$ cat src/rtl/fir_sample_scheduler.sv
// Sample FIFO, filter handshake sequencer and result holding register for the FIR datapath.
// Optional feature: define FIR_SCHED_STATS_EN to build the completed-sample counter.
module fir_sample_scheduler #(
    parameter int FIFO_DEPTH = 4,
    parameter int TIMEOUT    = 255
) (
    input  logic        clk,
    input  logic        n_rst,
    input  logic        sample_valid,
    input  logic [15:0] sample_in,
    output logic        sample_ready,
    input  logic        coeff_req,
    output logic        coeff_grant,
    output logic        new_coefficient_set,
    output logic [15:0] sample_data,
    output logic        data_ready,
    input  logic        modwait,
    input  logic [15:0] fir_out,
    input  logic        err,
    output logic        result_valid,
    output logic [15:0] result_data,
    output logic        result_err,
    input  logic        result_ack,
    output logic        overrun,
    output logic        timeout_err,
    input  logic        clear_flags,
    output logic [15:0] sample_count
);
    localparam int AW = $clog2(FIFO_DEPTH);
    localparam int CW = AW + 1;

    typedef enum logic [2:0] {
        IDLE, ISSUE, BUSY, DONE, RELOAD_START, RELOAD_DONE
    } state_t;

    state_t        state_reg;
    logic [15:0]   fifo_mem [FIFO_DEPTH];
    logic [AW-1:0] wr_ptr_reg, rd_ptr_reg;
    logic [CW-1:0] count_reg, count_next;
    logic          sample_ready_reg;
    logic [15:0]   timer_reg;
    logic [15:0]   sample_data_reg;
    logic          data_ready_reg, coeff_grant_reg;
    logic          result_valid_reg, result_err_reg;
    logic [15:0]   result_data_reg;
    logic          overrun_reg, timeout_err_reg;
    logic          push, pop, fifo_empty, timed_state, timeout_hit, capture, overrun_set;

    assign fifo_empty  = (count_reg == '0);
    assign push        = sample_valid & sample_ready_reg;
    // Reload requests take priority, so a pop only happens when no reload is pending.
    assign pop         = (state_reg == IDLE) & ~coeff_req & ~fifo_empty;
    assign count_next  = count_reg + CW'(push) - CW'(pop);
    assign timed_state = (state_reg == BUSY) | (state_reg == DONE) |
                         (state_reg == RELOAD_START) | (state_reg == RELOAD_DONE);
    assign timeout_hit = timed_state & (timer_reg == 16'(TIMEOUT - 1));
    assign capture     = (state_reg == DONE) & ~modwait & ~timeout_hit;
    assign overrun_set = capture & result_valid_reg & ~result_ack;

    generate
        for (genvar gi = 0; gi < FIFO_DEPTH; gi++) begin : g_fifo_entry
            always_ff @(posedge clk) begin
                if (push && wr_ptr_reg == AW'(gi))
                    fifo_mem[gi] <= sample_in;
            end
        end
    endgenerate

    always_ff @(posedge clk or negedge n_rst) begin
        if (!n_rst) begin
            wr_ptr_reg       <= '0;
            rd_ptr_reg       <= '0;
            count_reg        <= '0;
            sample_ready_reg <= 1'b1;
        end else begin
            if (push)
                wr_ptr_reg <= wr_ptr_reg + AW'(1);
            if (pop)
                rd_ptr_reg <= rd_ptr_reg + AW'(1);
            count_reg        <= count_next;
            sample_ready_reg <= (count_next != CW'(FIFO_DEPTH));
        end
    end

    always_ff @(posedge clk or negedge n_rst) begin
        if (!n_rst) begin
            state_reg       <= IDLE;
            timer_reg       <= '0;
            sample_data_reg <= '0;
            data_ready_reg  <= 1'b0;
            coeff_grant_reg <= 1'b0;
        end else begin
            data_ready_reg  <= 1'b0;
            coeff_grant_reg <= 1'b0;
            case (state_reg)
                IDLE: begin
                    if (coeff_req) begin
                        state_reg       <= RELOAD_START;
                        coeff_grant_reg <= 1'b1;
                        timer_reg       <= '0;
                    end else if (pop) begin
                        state_reg       <= ISSUE;
                        sample_data_reg <= fifo_mem[rd_ptr_reg];
                        data_ready_reg  <= 1'b1;
                    end
                end
                ISSUE: begin
                    state_reg <= BUSY;
                    timer_reg <= '0;
                end
                BUSY: begin
                    timer_reg <= timer_reg + 16'd1;
                    if (timeout_hit)  state_reg <= IDLE;
                    else if (modwait) state_reg <= DONE;
                end
                DONE: begin
                    timer_reg <= timer_reg + 16'd1;
                    if (timeout_hit || !modwait) state_reg <= IDLE;
                end
                RELOAD_START: begin
                    timer_reg <= timer_reg + 16'd1;
                    if (timeout_hit)  state_reg <= IDLE;
                    else if (modwait) state_reg <= RELOAD_DONE;
                end
                RELOAD_DONE: begin
                    timer_reg <= timer_reg + 16'd1;
                    if (timeout_hit || !modwait) state_reg <= IDLE;
                end
                default: state_reg <= IDLE;
            endcase
        end
    end

    // Flag set events win over a simultaneous clear_flags.
    always_ff @(posedge clk or negedge n_rst) begin
        if (!n_rst) begin
            result_valid_reg <= 1'b0;
            result_data_reg  <= '0;
            result_err_reg   <= 1'b0;
            overrun_reg      <= 1'b0;
            timeout_err_reg  <= 1'b0;
        end else begin
            if (capture) begin
                result_valid_reg <= 1'b1;
                result_data_reg  <= fir_out;
                result_err_reg   <= err;
            end else if (result_ack) begin
                result_valid_reg <= 1'b0;
            end
            if (overrun_set)      overrun_reg <= 1'b1;
            else if (clear_flags) overrun_reg <= 1'b0;
            if (timeout_hit)      timeout_err_reg <= 1'b1;
            else if (clear_flags) timeout_err_reg <= 1'b0;
        end
    end

`ifdef FIR_SCHED_STATS_EN
    logic [15:0] sample_count_reg;

    always_ff @(posedge clk or negedge n_rst) begin
        if (!n_rst)
            sample_count_reg <= '0;
        else
            sample_count_reg <= (clear_flags ? 16'd0 : sample_count_reg) + 16'(capture);
    end

    assign sample_count = sample_count_reg;
`else
    assign sample_count = '0;
`endif

    assign sample_ready        = sample_ready_reg;
    assign coeff_grant         = coeff_grant_reg;
    assign new_coefficient_set = coeff_grant_reg;
    assign sample_data         = sample_data_reg;
    assign data_ready          = data_ready_reg;
    assign result_valid        = result_valid_reg;
    assign result_data         = result_data_reg;
    assign result_err          = result_err_reg;
    assign overrun             = overrun_reg;
    assign timeout_err         = timeout_err_reg;

endmodule
$ cat config.mk
export PLATFORM = sky130hd
export DESIGN_NAME = fir_sample_scheduler
export DESIGN_NICKNAME = d
export VERILOG_FILES = /design/src/rtl/fir_sample_scheduler.sv
export SDC_FILE = /design/constraint.sdc
export NUM_CORES = 1
export LEC_CHECK = 0
export ABC_AREA = 1
export BUFFER_PORTS_ARGS = -buffer_cell sky130_fd_sc_hd__buf_2
export CORE_ASPECT_RATIO = 1.75
export CORE_MARGIN = 10
export CORE_UTILIZATION = 56
export CTS_CLUSTER_SIZE = 24
export DETAILED_ROUTE_END_ITERATION = 12
export GPL_ROUTABILITY_DRIVEN = 1
export PLACE_DENSITY = 0.8
export SYNTH_ARGS = -nofsm -noshare
export SYNTH_HDL_FRONTEND = slang
export SYNTH_SLANG_ARGS = --single-unit
export TNS_END_PERCENT = 20
$ cat constraint.sdc
create_clock -name clk -period 2.8 [get_ports clk]
set_clock_uncertainty 0.1 [all_clocks]
set_input_delay 0.56 -clock clk [delete_from_list [all_inputs] [get_ports clk]]
set_output_delay 0.56 -clock clk [all_outputs]
set_load 0.005 [all_outputs]
## Yosys cells after proc, flatten, opt, wreduce, memory -nomap -nowiden

Memory sizes are Yosys's and may differ from the RTL's. A register that Yosys moved wholly into a read port is not among the register bits.
Index checks and enable logic that the tools add are counted.

| word-level totals | value |
|---|---|
| register bits after elaboration | 49 |
| bits in latches | 0 |
| bits in writable memories | 64 |
| memory bits (read-only) | 0 |
| output and inout port bits | 56 |
| word-level logic and storage cells | 109 |
| memories | 1 |

Memory list:

| name | words | width | read ports | clocked after memory_dff | wr ports | RTL line | source |
|---|---|---|---|---|---|---|---|
| fifo_mem | 4 | 16 | 1 | 1 | 1 | 37 | `logic [15:0] fifo_mem [FIFO_DEPTH];` |

| cells by class | value |
|---|---|
| $add $sub $neg | 5 |
| multiply operators | 0 |
| divide/modulo/power cells | 0 |
| $lt $le $gt $ge | 0 |
| equal/unequal tests | 15 |
| shifts and indexed selects | 0 |
| multiplexer cells | 37 |
| bitwise gates (word level) | 16 |
| reductions and logical operators | 22 |

Operator list:

| operator | number |
|---|---|
| 16-bit 2-to-1 mux | 4 |
| 16-bit one-hot mux with 3 select lines | 1 |
| 16-bit OR reduction | 3 |
| 1-bit 2-to-1 mux | 21 |
| 3-bit 2-to-1 mux | 7 |
| 16-bit by 1-bit adder with 16-bit output (second input constant) | 1 |
| 16-bit by 8-bit equality test with 1-bit output (second input constant) | 1 |
| 3-bit one-hot mux with 5 select lines | 1 |
| 3-bit != test (second input constant) | 4 |
| 1-bit bitwise AND | 8 |
| 3-bit by 2-bit equality test with 1-bit output (second input constant) | 2 |
| 3-bit equality test (second input constant) | 2 |
| 3-bit logical NOT | 2 |
| 2-bit 2-to-1 mux | 3 |
| 2-bit nonzero test | 3 |
| 1-bit inverter | 5 |
| 2-bit by 1-bit adder with 2-bit output (second input constant) | 2 |
| 2-bit equality test (second input constant) | 2 |
| 1-bit logical AND | 4 |
| 4-bit AND reduction | 1 |
| 4-bit OR reduction | 1 |
| 3-bit by 1-bit adder with 3-bit output | 1 |
| 3-bit by 1-bit equality test with 1-bit output (second input constant) | 1 |
| 1-bit OR | 3 |
| 11 further kinds | 12 |

## Depth between registers and ports, before layout

| depth | value |
|---|---|
| depth in word-level cells | 10 |
| gate-level depth with buffers | 11 |
| depth with buffers taken out | 11 |

## Worst setup path before layout

Ideal clock, no wire load.

| timing | value |
|---|---|
| kind | reg2reg |
| start point | register state_reg[1] |
| end point | register sample_ready_reg, in the netlist sample_ready |
| arrival time | 1.953 ns |
| required time | 2.618 ns |
| slack | 0.664 ns |
| cell stages (with the launch flop) | 11 |
| buffers on the path | 1 |
| cells stage by stage | dfrtp_1 -> nor3_2 -> nand3_1 -> inv_2 -> buf_2 -> nand2_1 -> nand2_1 -> ha_1 -> fa_1 -> nor2_1 -> nand2_1 |

| between the ends | value |
|---|---|
| word-level cells in the longest chain between the ends | 5 |

RTL lines:

| item | RTL line | source |
|---|---|---|
| start: declaration | 36 | `state_t state_reg;` |
| start signal: assignment | 87 | `state_reg <= IDLE;` |
| start signal: assignment | 98 | `state_reg <= RELOAD_START;` |
| start signal: assignment | 102 | `state_reg <= ISSUE;` |
| 3-bit logical NOT | 52 | `assign pop = (state_reg == IDLE) & ~coeff_req & ~fifo_empty;` |
| 1-bit bitwise AND (2 in a row) | 52 |  |
| 3-bit by 1-bit subtractor with 3-bit output | 53 | `assign count_next = count_reg + CW'(push) - CW'(pop);` |
| named net count_next[1] | 39 | `logic [CW-1:0] count_reg, count_next;` |
| 3-bit != test | 81 | `sample_ready_reg <= (count_next != CW'(FIFO_DEPTH));` |
| end signal: assignment | 81 |  |
| end: declaration | 40 | `logic sample_ready_reg;` |

The timed path passes the listed nets, and every way through them passes these cells.
A chain may end at the register's enable or synchronous reset.

## Final worst setup path

Same ends and word-level chain as after synthesis.

==> results.rst <==
.. list-table::
   :header-rows: 1

   * - Metric
     - Value
   * - Run status
     - completed
   * - Final-layout setup total negative slack
     - 0 ns
   * - Worst path required time
     - 3.04 ns
   * - Maximum fanout along the worst path
     - 6
   * - # setup viols final
     - 0
   * - Final worst path period share
     - 73.41%
   * - Die H
     - 153.2 µm
   * - Die W
     - 96.11 µm
   * - Leading register cell type out of synthesis
     - edfxtp_1
   * - Layout Utilization
     - 67.73%
   * - Maximum level of the CTS H-tree
     - 4
   * - Element type at the critical path end
     - flip-flop
   * - Number of hold violations in the final report
     - 0
   * - Post-synthesis instance area
     - 5677 µm²
   * - Post-cts gate resize count
     - 0
   * - Total number of vias
     - 4257
   * - Total count of max-transition violations in the final report
     - 0
   * - Number of design rule violations left after detail routing
     - 0
   * - Routability congestion estimate from global placement
     - 0.9202
   * - Antenna violation net count after detailed routing
     - 0
   * - Total wire length
     - 13.22 mm
   * - Post-synthesis cell type with the largest combined area
     - edfxtp_1
   * - Maximum number of pins on one net before global-route repair
     - 66
   * - Average cell area after synthesis
     - 10.14 µm²
   * - Category of the critical setup timing path
     - flip-flop to flip-flop
   * - Max reg flops
     - 64
   * - Antenna violations before repair
     - 0
   * - Relative area change from synthesis to final layout
     - 18.23%
   * - Total congestion overflow
     - 0
   * - CTS tree
     - yes
   * - Core outline area
     - 9910 µm²
   * - Cells taking the most area after synthesis
     - edfxtp_1 34%, dfrtp_1 28%, nor2_1 7.3%, nand2_1 6.0%, o21ai_0 3.7%
   * - Row count
     - 48
   * - Dominant cell by count in the synthesized netlist
     - nor2_1
   * - Static leakage
     - 2.971 nW
   * - FF+latch count, synth
     - 129
   * - Clock Tree Root
     - clkbuf_16
   * - Synth cell count leaders
     - 111 x nor2_1, 91 x nand2_1, 64 x dfrtp_1, 64 x edfxtp_1, 42 x o21ai_0
   * - PwrDens
     - 1045 nW/µm²
   * - Register name with the most flops
     - fifo_mem
   * - Total power consumption of the routed design
     - 7.011 mW
   * - Setup repair after global routing missed its margin
     - false
   * - Max Clk Rate
     - 486.5 MHz
   * - Initial core utilization
     - 57.29%
   * - Ports placed on the boundary
     - 96
   * - Fraction of layout cells with a size suffix above 1
     - 20.91%
   * - Yosys warns
     - 0
   * - Post-Place Cells
     - 753
   * - All-layer global routing usage
     - 18.46%
   * - DIE AREA
     - 14720 µm²
   * - Maxcap violations
     - 0
   * - Number of port buffers
     - 79
   * - Number of distinct library cells after synthesis
     - 38
   * - Final layout net count
     - 695
   * - DR pass1 iterations
     - 7
   * - Via density
     - 5.423
   * - Number of design-rule violations left by the first detailed-router iteration
     - 286
   * - Clock transition at path regs
     - 0.06 ns
   * - VDD IR max
     - 0.0007889 V
   * - Type of the worst min-delay path
     - input pin to async pin
   * - Post-CTS Setup Repair Bufs
     - 0
   * - Critical Path Source Type
     - flip-flop
   * - Quantity of hold-fixing buffers added after cts
     - 0
   * - Async SR Flop Fraction
     - 50.39%
   * - Number of synthesized flops with an enable pin
     - 64
   * - Synthesized netlist cell count
     - 560
   * - Placed wire-length estimate after detailed placement
     - 9.000 mm
   * - Share of the synthesized area in the top cell type
     - 33.85%
   * - Data arrival time of the critical path
     - 2.30 ns
   * - Seq/Total Area, Yosys
     - 62.53%
   * - Layout Cells excl Fill
     - 785
   * - Clock Path Buffers
     - 2
   * - Clock buffer count from CTS
     - 17
   * - Transition time of the tightest slew-check pin
     - 0.8277 ns
   * - Clock latency on the worst-skew pair
     - 0.42 ns
   * - Via count of the first global-routing pass
     - 4433
   * - Headroom to the max-slew limit
     - 44.82%
   * - Ant diodes
     - 0
   * - Detailed-route wire length per cell
     - 16.84 µm
   * - Num Clock Sinks
     - 129
   * - Final Critical Period
     - 2.055 ns
   * - First-pass GRT wire length
     - 20.84 mm
final cells by class:
type,count,area [µm²]
Timing Repair Buffer,88,462.9
Tap cell,125,156.4
Fill cell,758,3198
Sequential cell,129,3550
Multi-Input combinational cell,368,1774
Inverter,43,161.4
Clock buffer,18,439.2
Clock inverter,14,167.7
stage by stage:
step,hold slack (ns),area (µm²),worst slack (ns)
after CTS,0.2405,6711,0.7481
after global routing,0.2431,6711,0.6123
final,0.2408,6711,0.7446
after floorplan,0.1644,5733,0.6644
after detailed placement,0.3532,6105,0.7068
after global placement,0.3496,6105,0.7854
worst paths after layout:
check / to / slack [ns] / from / depth (start not counted)
setup / recovery: sample_ready$_DFF_PN1_ / 0.74 / state_reg[1]$_DFFE_PN0P_ / 9
hold / removal: count_reg[1]$_DFF_PN0_ / 0.24 / n_rst / 2
setup reg to reg: sample_ready$_DFF_PN1_ / 0.74 / state_reg[1]$_DFFE_PN0P_ / 9
hold reg to reg: result_data[10]$_DFFE_PN0P_ / 0.37 / result_data[10]$_DFFE_PN0P_ / 2
max in group asynchronous: result_data[7]$_DFFE_PN0P_ / 1.83 / n_rst / 2
min in group clk: fifo_mem[0][6]$_DFFE_PP_ / 0.25 / sample_in[6] / 1
where the power goes:
part	internal, mW	total, mW	switching (mW)
clock network	1.36	2.22	0.858
logic	0.707	2.01	1.31
registers	2.52	2.78	0.251
routing by layer:
layer	vias to the layer above	routed length (µm)	share of wire [%]	GRT usage (%)
met5	-	0	0	0
met4	0	382	2.9	10.09
met3	35	1018	7.7	6.229
met2	174	7468	56	33.18
met1	2038	4350	33	17.19
li1	2010	-	-	-
cells in the final DEF (no fill, tap or decap), types with 2 or more instances in the layout:
cell        synthesis  final
ha_1                7      7
nand3_2             3      3
clkinv_4            0      2
inv_1              39     39
inv_8               0      2
o21ai_0            42     42
inv_6               0      6
a31oi_1            16     16
nand2_1            91     91
a21oi_1             2      2
buf_2               6     79
o22ai_1             6      6
nor3_1              5      5
xnor2_1             2      2
nand3_1            40     40
nand4_1             5      5
bufinv_16           0      2
inv_2               4      4
clkbuf_16           0     17
dfrtp_1            64     64
buf_4              17      9
clkinvlp_4          0      2
xor2_1              9      9
nor2_1            111    111
o21ai_1             2      2
edfxtp_1           64     64
conb_1              1     16
cell families (layout without fill, tap and decap cells):
group	count (synthesis)	after routing	share of synthesized area [%]
other	1	16	0.06606
adders and majority gates	8	8	1.895
xor gates and xnor gates	11	11	1.697
AOI/OAI and AO/OA	70	70	6.855
and+or+nand+nor	263	263	19.75
buffers and inverters	78	163	7.207
DFF	129	129	62.53
critical path, cell delays in order (launching register included):
cell and delay, ns:
dfrtp_1 0.44, nor3_2 0.23, nand3_1 0.17, inv_2 0.09, nand2_1 0.08, nand2_1 0.09, ha_1 0.15, fa_1 0.44
nor2_1 0.12, nand2_1 0.06
Power figures use the tool's default switching activity.
